===== src/rtl/fetch_unit.sv =====
// fetch_unit: RV32I fetch with pipelined imem requests and a prefetch FIFO.
// Optional misaligned-redirect trap entry: define FETCH_MISALIGN_TRAP_EN.
module fetch_unit #(
  parameter int unsigned     XLEN     = 32,
  parameter logic [XLEN-1:0] RESET_PC = '0,
  parameter int unsigned     DEPTH    = 4
) (
  input  logic            clkin,
  input  logic            nrst_in,
  output logic            imem_req_out,
  output logic [XLEN-1:0] imem_addr_out,
  input  logic            imem_gnt_in,
  input  logic            imem_rvalid_in,
  input  logic [XLEN-1:0] imem_rdata_in,
  output logic            instr_valid_out,
  output logic [XLEN-1:0] instr_out,
  output logic [XLEN-1:0] instr_pc_out,
  output logic            instr_misalign_out,
  input  logic            instr_ready_in,
  input  logic            redirect_in,
  input  logic [XLEN-1:0] redirect_pc_in
);

  localparam int unsigned AW = $clog2(DEPTH);
  localparam int unsigned CW = AW + 1;
  localparam logic [CW:0] LIMIT = (CW+1)'(DEPTH);

  logic            run_q, run_d;
  logic [XLEN-1:0] fetch_pc_q, fetch_pc_d;
  logic [XLEN-1:0] push_pc_q, push_pc_d;
  logic [CW-1:0]   inflight_q, inflight_d;
  logic [CW-1:0]   discard_q, discard_d;
  logic [CW-1:0]   count_q, count_d;
  logic [AW-1:0]   wptr_q, wptr_d;
  logic [AW-1:0]   rptr_q, rptr_d;

  logic [XLEN-1:0] instr_mem_q [DEPTH];
  logic [XLEN-1:0] pc_mem_q    [DEPTH];

  logic            credit;
  logic            gnt_acc;
  logic            valid;
  logic            pop;
  logic            push;
  logic            halt;
  logic [XLEN-1:0] tgt;

  logic            wr_en;
  logic [AW-1:0]   wr_idx;
  logic [XLEN-1:0] wr_instr;
  logic [XLEN-1:0] wr_pc;

`ifdef FETCH_MISALIGN_TRAP_EN
  localparam logic [XLEN-1:0] NOP = XLEN'(32'h0000_0013);

  logic             halt_q, halt_d;
  logic             trap;
  logic             wr_mis;
  logic [DEPTH-1:0] mis_mem_q;

  always_comb begin
    tgt  = redirect_pc_in;
    trap = |redirect_pc_in[1:0];
  end

  assign halt = halt_q;
`else
  always_comb begin
    tgt = redirect_pc_in & ~XLEN'(3);
  end

  assign halt = 1'b0;
`endif

  always_comb begin
    credit = ({1'b0, inflight_q} + {1'b0, count_q}) < LIMIT;
    imem_req_out = run_q && !halt && credit;
    gnt_acc = imem_req_out && imem_gnt_in;
    valid = count_q != '0;
    pop = valid && instr_ready_in && !redirect_in;
    push = imem_rvalid_in && (discard_q == '0) && !redirect_in;

    run_d = 1'b1;
    fetch_pc_d = gnt_acc ? fetch_pc_q + XLEN'(4) : fetch_pc_q;
    push_pc_d = push ? push_pc_q + XLEN'(4) : push_pc_q;
    inflight_d = inflight_q + CW'(gnt_acc) - CW'(imem_rvalid_in);
    discard_d = discard_q;
    if (imem_rvalid_in && discard_q != '0) begin
      discard_d = discard_q - CW'(1);
    end
    count_d = count_q + CW'(push) - CW'(pop);
    wptr_d = wptr_q + AW'(push);
    rptr_d = rptr_q + AW'(pop);

    wr_en = push;
    wr_idx = wptr_q;
    wr_instr = imem_rdata_in;
    wr_pc = push_pc_q;
`ifdef FETCH_MISALIGN_TRAP_EN
    halt_d = halt_q;
    wr_mis = 1'b0;
`endif

    // Everything still outstanding after this edge is stale.
    if (redirect_in) begin
      fetch_pc_d = tgt;
      push_pc_d = tgt;
      discard_d = inflight_d;
      count_d = '0;
      wptr_d = '0;
      rptr_d = '0;
      wr_en = 1'b0;
`ifdef FETCH_MISALIGN_TRAP_EN
      halt_d = trap;
      if (trap) begin
        wr_en = 1'b1;
        wr_idx = '0;
        wr_instr = NOP;
        wr_pc = tgt;
        wr_mis = 1'b1;
        wptr_d = AW'(1);
        count_d = CW'(1);
      end
`endif
    end
  end

  always_ff @(posedge clkin or negedge nrst_in) begin
    if (!nrst_in) begin
      run_q <= 1'b0;
      fetch_pc_q <= RESET_PC;
      push_pc_q <= RESET_PC;
      inflight_q <= '0;
      discard_q <= '0;
      count_q <= '0;
      wptr_q <= '0;
      rptr_q <= '0;
    end else begin
      run_q <= run_d;
      fetch_pc_q <= fetch_pc_d;
      push_pc_q <= push_pc_d;
      inflight_q <= inflight_d;
      discard_q <= discard_d;
      count_q <= count_d;
      wptr_q <= wptr_d;
      rptr_q <= rptr_d;
    end
  end

  always_ff @(posedge clkin or negedge nrst_in) begin
    if (!nrst_in) begin
      for (int i = 0; i < DEPTH; i++) begin
        instr_mem_q[i] <= '0;
        pc_mem_q[i] <= '0;
      end
    end else if (wr_en) begin
      instr_mem_q[wr_idx] <= wr_instr;
      pc_mem_q[wr_idx] <= wr_pc;
    end
  end

`ifdef FETCH_MISALIGN_TRAP_EN
  always_ff @(posedge clkin or negedge nrst_in) begin
    if (!nrst_in) begin
      halt_q <= 1'b0;
      mis_mem_q <= '0;
    end else begin
      halt_q <= halt_d;
      if (wr_en) begin
        mis_mem_q[wr_idx] <= wr_mis;
      end
    end
  end

  assign instr_misalign_out = valid && mis_mem_q[rptr_q];
`else
  assign instr_misalign_out = 1'b0;
`endif

  always_comb begin
    imem_addr_out = fetch_pc_q;
    instr_valid_out = valid;
    instr_out = valid ? instr_mem_q[rptr_q] : '0;
    instr_pc_out = valid ? pc_mem_q[rptr_q] : '0;
  end

endmodule


===== config.mk =====
export PLATFORM = sky130hd
export DESIGN_NAME = fetch_unit
export DESIGN_NICKNAME = d
export VERILOG_FILES = /design/src/rtl/fetch_unit.sv
export SDC_FILE = /design/constraint.sdc
export NUM_CORES = 1
export LEC_CHECK = 0
export ABC_CLOCK_PERIOD_IN_PS = 8650
export BUFFER_PORTS_ARGS = -buffer_cell sky130_fd_sc_hd__buf_2
export CORE_UTILIZATION = 40
export DETAILED_ROUTE_END_ITERATION = 10
export MAX_ROUTING_LAYER = met4
export PLACE_DENSITY = 0.66
export SKIP_LAST_GASP = 1
export SYNTH_ARGS = -nofsm -noshare
export SYNTH_HDL_FRONTEND = slang
export SYNTH_SLANG_ARGS = --single-unit

===== constraint.sdc =====
create_clock -name clkin -period 8.65 [get_ports clkin]
set_input_delay 1.73 -clock clkin [delete_from_list [all_inputs] [get_ports clkin]]
set_output_delay 1.73 -clock clkin [all_outputs]
set_load 0.02 [all_outputs]

==> results of run 1 <==
==> metrics by stage <==
step | setup WS (ps) | cells | hold WS, ps
final | 3880 | 1839 | 482
after floorplan | 4960 | 1177 | 453
after global routing | 3630 | 1839 | 499
after detailed placement | 4320 | 1774 | 471
after CTS | 3740 | 1838 | 486
after global placement | 4310 | 1774 | 462
==> per-layer routing <==
metal,vias up,GRT usage
met3,59,0.0400
met1,5151,0.253
met5,-,-
li1,4596,-
met2,244,0.286
met4,0,0.0476
==> power breakdown <==
part / internal (W) / switching (W) / leakage, nW
registers: 0.00179 / 0.000206 / 4.20
clock network: 0.000989 / 0.000612 / 0.618
logic: 0.000644 / 0.000712 / 3.54
total: 0.00343 / 0.00153 / 8.36
==> critical path, stage by stage (launching register included) <==
cell     delay [ps]
dfrtp_4         670
buf_4           850
mux4_2          610
nor2b_1         160
buf_2           210
==> cells in the final DEF (no fill, tap or decap), types with 6 or more instances in the layout <==
cell type / netlist / final
clkbuf_16: 0 / 38
nand4_1: 18 / 18
clkbuf_8: 0 / 11
nor3_1: 12 / 11
ha_1: 12 / 12
nor2_1: 47 / 47
xnor2_1: 17 / 17
buf_4: 5 / 12
mux2_2: 65 / 65
clkbuf_1: 62 / 8
buf_2: 8 / 160
or3_1: 11 / 11
dfrtp_1: 322 / 320
o31ai_1: 18 / 18
or4_1: 22 / 22
mux4_2: 62 / 62
o21ai_0: 8 / 8
and3_1: 13 / 13
a21oi_1: 10 / 10
nor2b_1: 67 / 67
a211oi_1: 11 / 11
a31oi_1: 23 / 23
o21ai_1: 7 / 7
nor4_1: 15 / 15
mux2_1: 192 / 192
nand2_1: 34 / 34
conb_1: 2 / 6
nand3_1: 26 / 25
inv_1: 17 / 17
==> worst max-delay path by stage <==
| stage | end | slack [ps] | depth (start not counted) |
|---|---|---|---|
| 5_1_grt | instr_out[28] | 3630 | 4 |
| 6_report | instr_out[17] | 3880 | 4 |
| 4_1_cts | instr_pc_out[19] | 3740 | 4 |
| 3_5_place_dp | instr_pc_out[19] | 4320 | 4 |
| 2_1_floorplan | count_q[2]$_DFF_PN0_ | 4960 | 11 |
| 3_3_place_gp | instr_pc_out[19] | 4310 | 4 |
==> area by class of cell <==
cell class | instances | area share
antenna | 1 | 0.000139
clock buffer | 57 | 0.0629
clock inverter | 7 | 0.00695
inverter | 20 | 0.00417
multi-input combinational | 747 | 0.391
sequential | 322 | 0.448
tap | 511 | 0.0355
timing repair buffer | 174 | 0.0515
==> flip-flops by register name, summed over array words and instances (netlist names) <==
register / count
rptr_q: 2
count_q: 3
pc_mem_q: 120
push_pc_q: 30
instr_mem_q: 128
discard_q: 3
inflight_q: 3
run_q: 1
wptr_q: 2
imem_addr_out: 30
==> logic make-up after synthesis <==
| group | after synthesis |
|---|---|
| simple gates | 290 |
| other cells | 2 |
| mux | 320 |
| compound gates | 97 |
| fa+ha+maj | 14 |
| buf+inv | 108 |
| flops | 322 |
| xor+xnor | 20 |
==> results.yml, run 1 <==
timing:
  setup_viol: 0
  finalCriticalPeriod_ps: 4770
  fin_tns_setup_ps: 0
  rsz0062_at_grt: "no"
  slew_headroom: 0.281
  fin_skew_ps: 24.7
  tightest_slew_ps: 1080
  max_freq_mhz: 209
  drv_slew: 0
  hold_viol: 0
  period_share: 0.552
worst_hold_path:
  holdCritStartpoint: "pc_mem_q[115]$_DFFE_PN0P_"
  hold_depth: 1
  whs_endpoint: "pc_mem_q[115]$_DFFE_PN0P_"
  hold_path.class: "flip-flop to flip-flop"
yosys:
  netlist_instances: 1173
  yosysSeqAreaShare: 0.520
  yosysTopAreaCellShare: 0.520
  syn_avg_cell_area_um2: 13.2
  ys_ff_latch: 322
  synth_xor_area_frac: 0.0113
  async_flop_share: 1.00
  synth_ff_type: "dfrtp_1"
  yosysWarningCount: 0
  syn_area_um2: 15500
  synth.most_common_cell: "dfrtp_1"
  yosysUniqueCellTypes: 56
  synth_common_cells: "dfrtp_1 (322), mux2_1 (192), nor2b_1 (67)"
  yosys.area.top_type: "dfrtp_1"
  muxShareOfSynthArea: 0.278
  yosys.area_share.simple: 0.107
  netlist_top_cells_area: "dfrtp_1 (52%), mux2_1 (14%), mux4_2 (9.0%)"
  synth_top_family_by_area: "multiplexers"
  synth_edf_count: 0
  yosys.area_share.adder: 0.0123
  synth_compound_area_frac: 0.0428
clocking:
  insertion_delay_ps: 530
  cts.clk_slew.worst_paths_ps: 60
  cts_resized: 0
  cts-buffers-inserted: 37
  hold_buffers: 0
  clockBufferDepth: 3
  cts_max_level: 2
  clock_sinks: 322
  post_cts_buffers: 0
  cts_root_buffer: "clkbuf_16"
  cts_tree: "done"
finish:
  multi_input_area_um2: 7030
  fillerInstances: 3445
  final_nets: 1386
  final_cell_area_um2: 18000
  area_growth_pct: 16.2
  fin_util: 0.475
  area.sequential_um2: 8060
  drive_gt1_frac: 0.277
worst_setup_path:
  path_class: "flip-flop to output port"
  cp-start-kind: "flip-flop"
  crit_arrival_ps: 3040
  r2r_setup_slack_ps: 5690
  cp-startpoint: "rptr_q[0]$_DFF_PN0_"
  reg2reg_from: "discard_q[0]$_DFFE_PN0P_"
  reg2reg_to: "instr_mem_q[97]$_DFFE_PN0P_"
  crit_fanout: 46
  end_kind: "output port"
  critPathRequiredTime_ps: 6920
  rr_worst_depth: 8
power_and_ir_drop:
  power_w: 0.00496
  powerDensity_nw_per_um2: 275
  ir_worst_vdd_mv: 0.154
  power_leakage_nw: 8.36
die:
  placementRows: 71
  die_x_um: 199
  dieHeight_um: 199
  num_io_pins: 169
  design.core.area_um2: 37800
  initial_core_util: 0.409
  die_area_um2: 39500
drt:
  routed_wl_um: 34800
  route.met2.wl_um: 16000
  wl_per_cell_um: 18.9
  viasPerCell: 5.46
  vias: 10050
  drt_iter0_drc: 512
  met3RoutedLength_um: 1960
  drt-met1-wl_um: 16200
  top_layer: "met4"
  ant_nets: 0
  drtPass1Iterations: 4
  drc: 0
placed_design:
  gp_congestion: 0.824
  place_area_um2: 16700
  hpwlAfterDp_um: 21800
  portBuffers: 161
grt:
  grt_overflow_total: 0
  grt_first_pass_wirelength_um: 56200
  grt_pass1_vias: 10260
  grt_usage: 0.187
  grt_max_degree: 178
  grt_antenna_before_repair: 1
run_status:
  status: "finished clean"
job:
  drv_cap: 0
(Power assumes the default switching activity.)
==> run 2: changes to the inputs <==
ABC_CLOCK_PERIOD_IN_PS = 3800   (was 8650)
PLACE_DENSITY = 0.68   (was 0.66)
clock period = 3.8 ns   (was 8.65 ns; I/O delays follow)
==> run 2 against run 1 <==
Effect of this change:
- routed wire length is 2.8% higher
- worst hold slack worse by 230 ps
- non-clock buffer count increased by 9
- core utilization increased by 0.30 points
- clock-buffer cell count decreased by 11
- cell count up 0.27%
==> results.yml, run 2 (synthesis results as in run 1) <==
run_status:
  status: "finished clean"
grt:
  grt_first_pass_wirelength_um: 58000
  grt_pass1_vias: 10605
  grt_overflow_total: 0
  grt_max_degree: 113
  grt_usage: 0.194
  grt_antenna_before_repair: 0
die:
  die_area_um2: 39500
  dieHeight_um: 199
  placementRows: 71
  design.core.area_um2: 37800
  num_io_pins: 169
  initial_core_util: 0.409
  die_x_um: 199
worst_setup_path:
  crit_arrival_ps: 2230
  crit_fanout: 38
  path_class: "flip-flop to output port"
  end_kind: "output port"
  reg2reg_from: "inflight_q[2]$_DFF_PN0_"
  r2r_setup_slack_ps: 850
  cp-startpoint: "rptr_q[0]$_DFF_PN0_"
  critPathRequiredTime_ps: 3040
  cp-start-kind: "flip-flop"
drt:
  wl_per_cell_um: 19.4
  drtPass1Iterations: 5
  drc: 0
  vias: 10208
  routed_wl_um: 35700
  viasPerCell: 5.54
  ant_nets: 0
  drt_iter0_drc: 526
clocking:
  cts_tree: "done"
  cts.clk_slew.worst_paths_ps: 60
  hold_buffers: 0
  post_cts_buffers: 0
  clock_sinks: 322
  cts_root_buffer: "clkbuf_16"
  cts_resized: 0
  cts_max_level: 2
  clockBufferDepth: 3
  insertion_delay_ps: 530
  cts-buffers-inserted: 37
timing:
  rsz0062_at_grt: "no"
  setup_viol: 0
  hold_viol: 0
  drv_slew: 0
  max_freq_mhz: 335
  period_share: 0.786
  tightest_slew_ps: 1020
  finalCriticalPeriod_ps: 2990
  fin_tns_setup_ps: 0
  slew_headroom: 0.319
  fin_skew_ps: 20.5
job:
  drv_cap: 0
finish:
  largest_reg_flops: 128
  final_cell_mix: "dfrtp_1 (320), mux2_1 (192), buf_2 (160)"
  antennaDiodeCount: 0
  top_register: "instr_mem_q"
  final_nets: 1395
  area_growth_pct: 16.9
  top_regs: "instr_mem_q x128, pc_mem_q x120"
  layout_commonest_cell: "dfrtp_1"
  drive_gt1_frac: 0.284
power_and_ir_drop:
  ir_worst_vdd_mv: 0.388
  power_w: 0.0113
  power_leakage_nw: 8.41
  powerDensity_nw_per_um2: 625
worst_hold_path:
  hold_path.class: "input pin to async pin"
placed_design:
  hpwlAfterDp_um: 22600
  gp_congestion: 0.828
  portBuffers: 161
-- run 2: path summary, 6_finish.rpt --
kind                                          endpoint  depth (start not counted)
max in group asynchronous  instr_mem_q[56]$_DFFE_PN0P_                          2
max                                      instr_out[28]                          4
min in group clkin           pc_mem_q[121]$_DFFE_PN0P_                          1
max reg2reg                   discard_q[2]$_DFFE_PN0P_                         14
min                        instr_mem_q[39]$_DFFE_PN0P_                          1
min reg2reg                  pc_mem_q[121]$_DFFE_PN0P_                          1
-- run 2: through the flow --
step | cell area [um2] | hold WS, ps | util | setup WS, ps | cells
CTS | 18100 | 336 | 0.478 | 761 | 1844
global route | 18100 | 325 | 0.478 | 615 | 1844
detailed placement | 16900 | 471 | 0.446 | 781 | 1783
finish | 18100 | 250 | 0.478 | 812 | 1844
global placement | 16900 | 462 | 0.446 | 853 | 1783
floorplan | 15500 | 453 | - | 1020 | 1177
-- run 2: where the power goes --
part           internal (W)  total, W  switching, W
clock network       0.00217   0.00360       0.00143
logic               0.00151   0.00319       0.00168
registers           0.00408   0.00452      0.000439
total               0.00777    0.0113       0.00354
-- run 2: layout make-up --
class / count / area, um2
inverters: 20 / 75.1
fillers: 3394 / 19700
flip-flops and latches: 322 / 8060
well taps: 511 / 639
clock buffers: 46 / 1020
clock inverters: 15 / 199
repair buffers: 183 / 1080
multi-input cells: 747 / 7030
-- run 2: routing by layer --
layer  track usage  share of wire
met5             -              0
met4        0.0533          0.020
met3        0.0319          0.045
met2         0.295           0.47
met1         0.269           0.47
-- run 2: worst max-delay path, cell delays in order (launching register included) --
cell and delay (ps):
dfrtp_4 450, buf_12 310, mux4_2 550, nor2b_1 170, buf_2 180
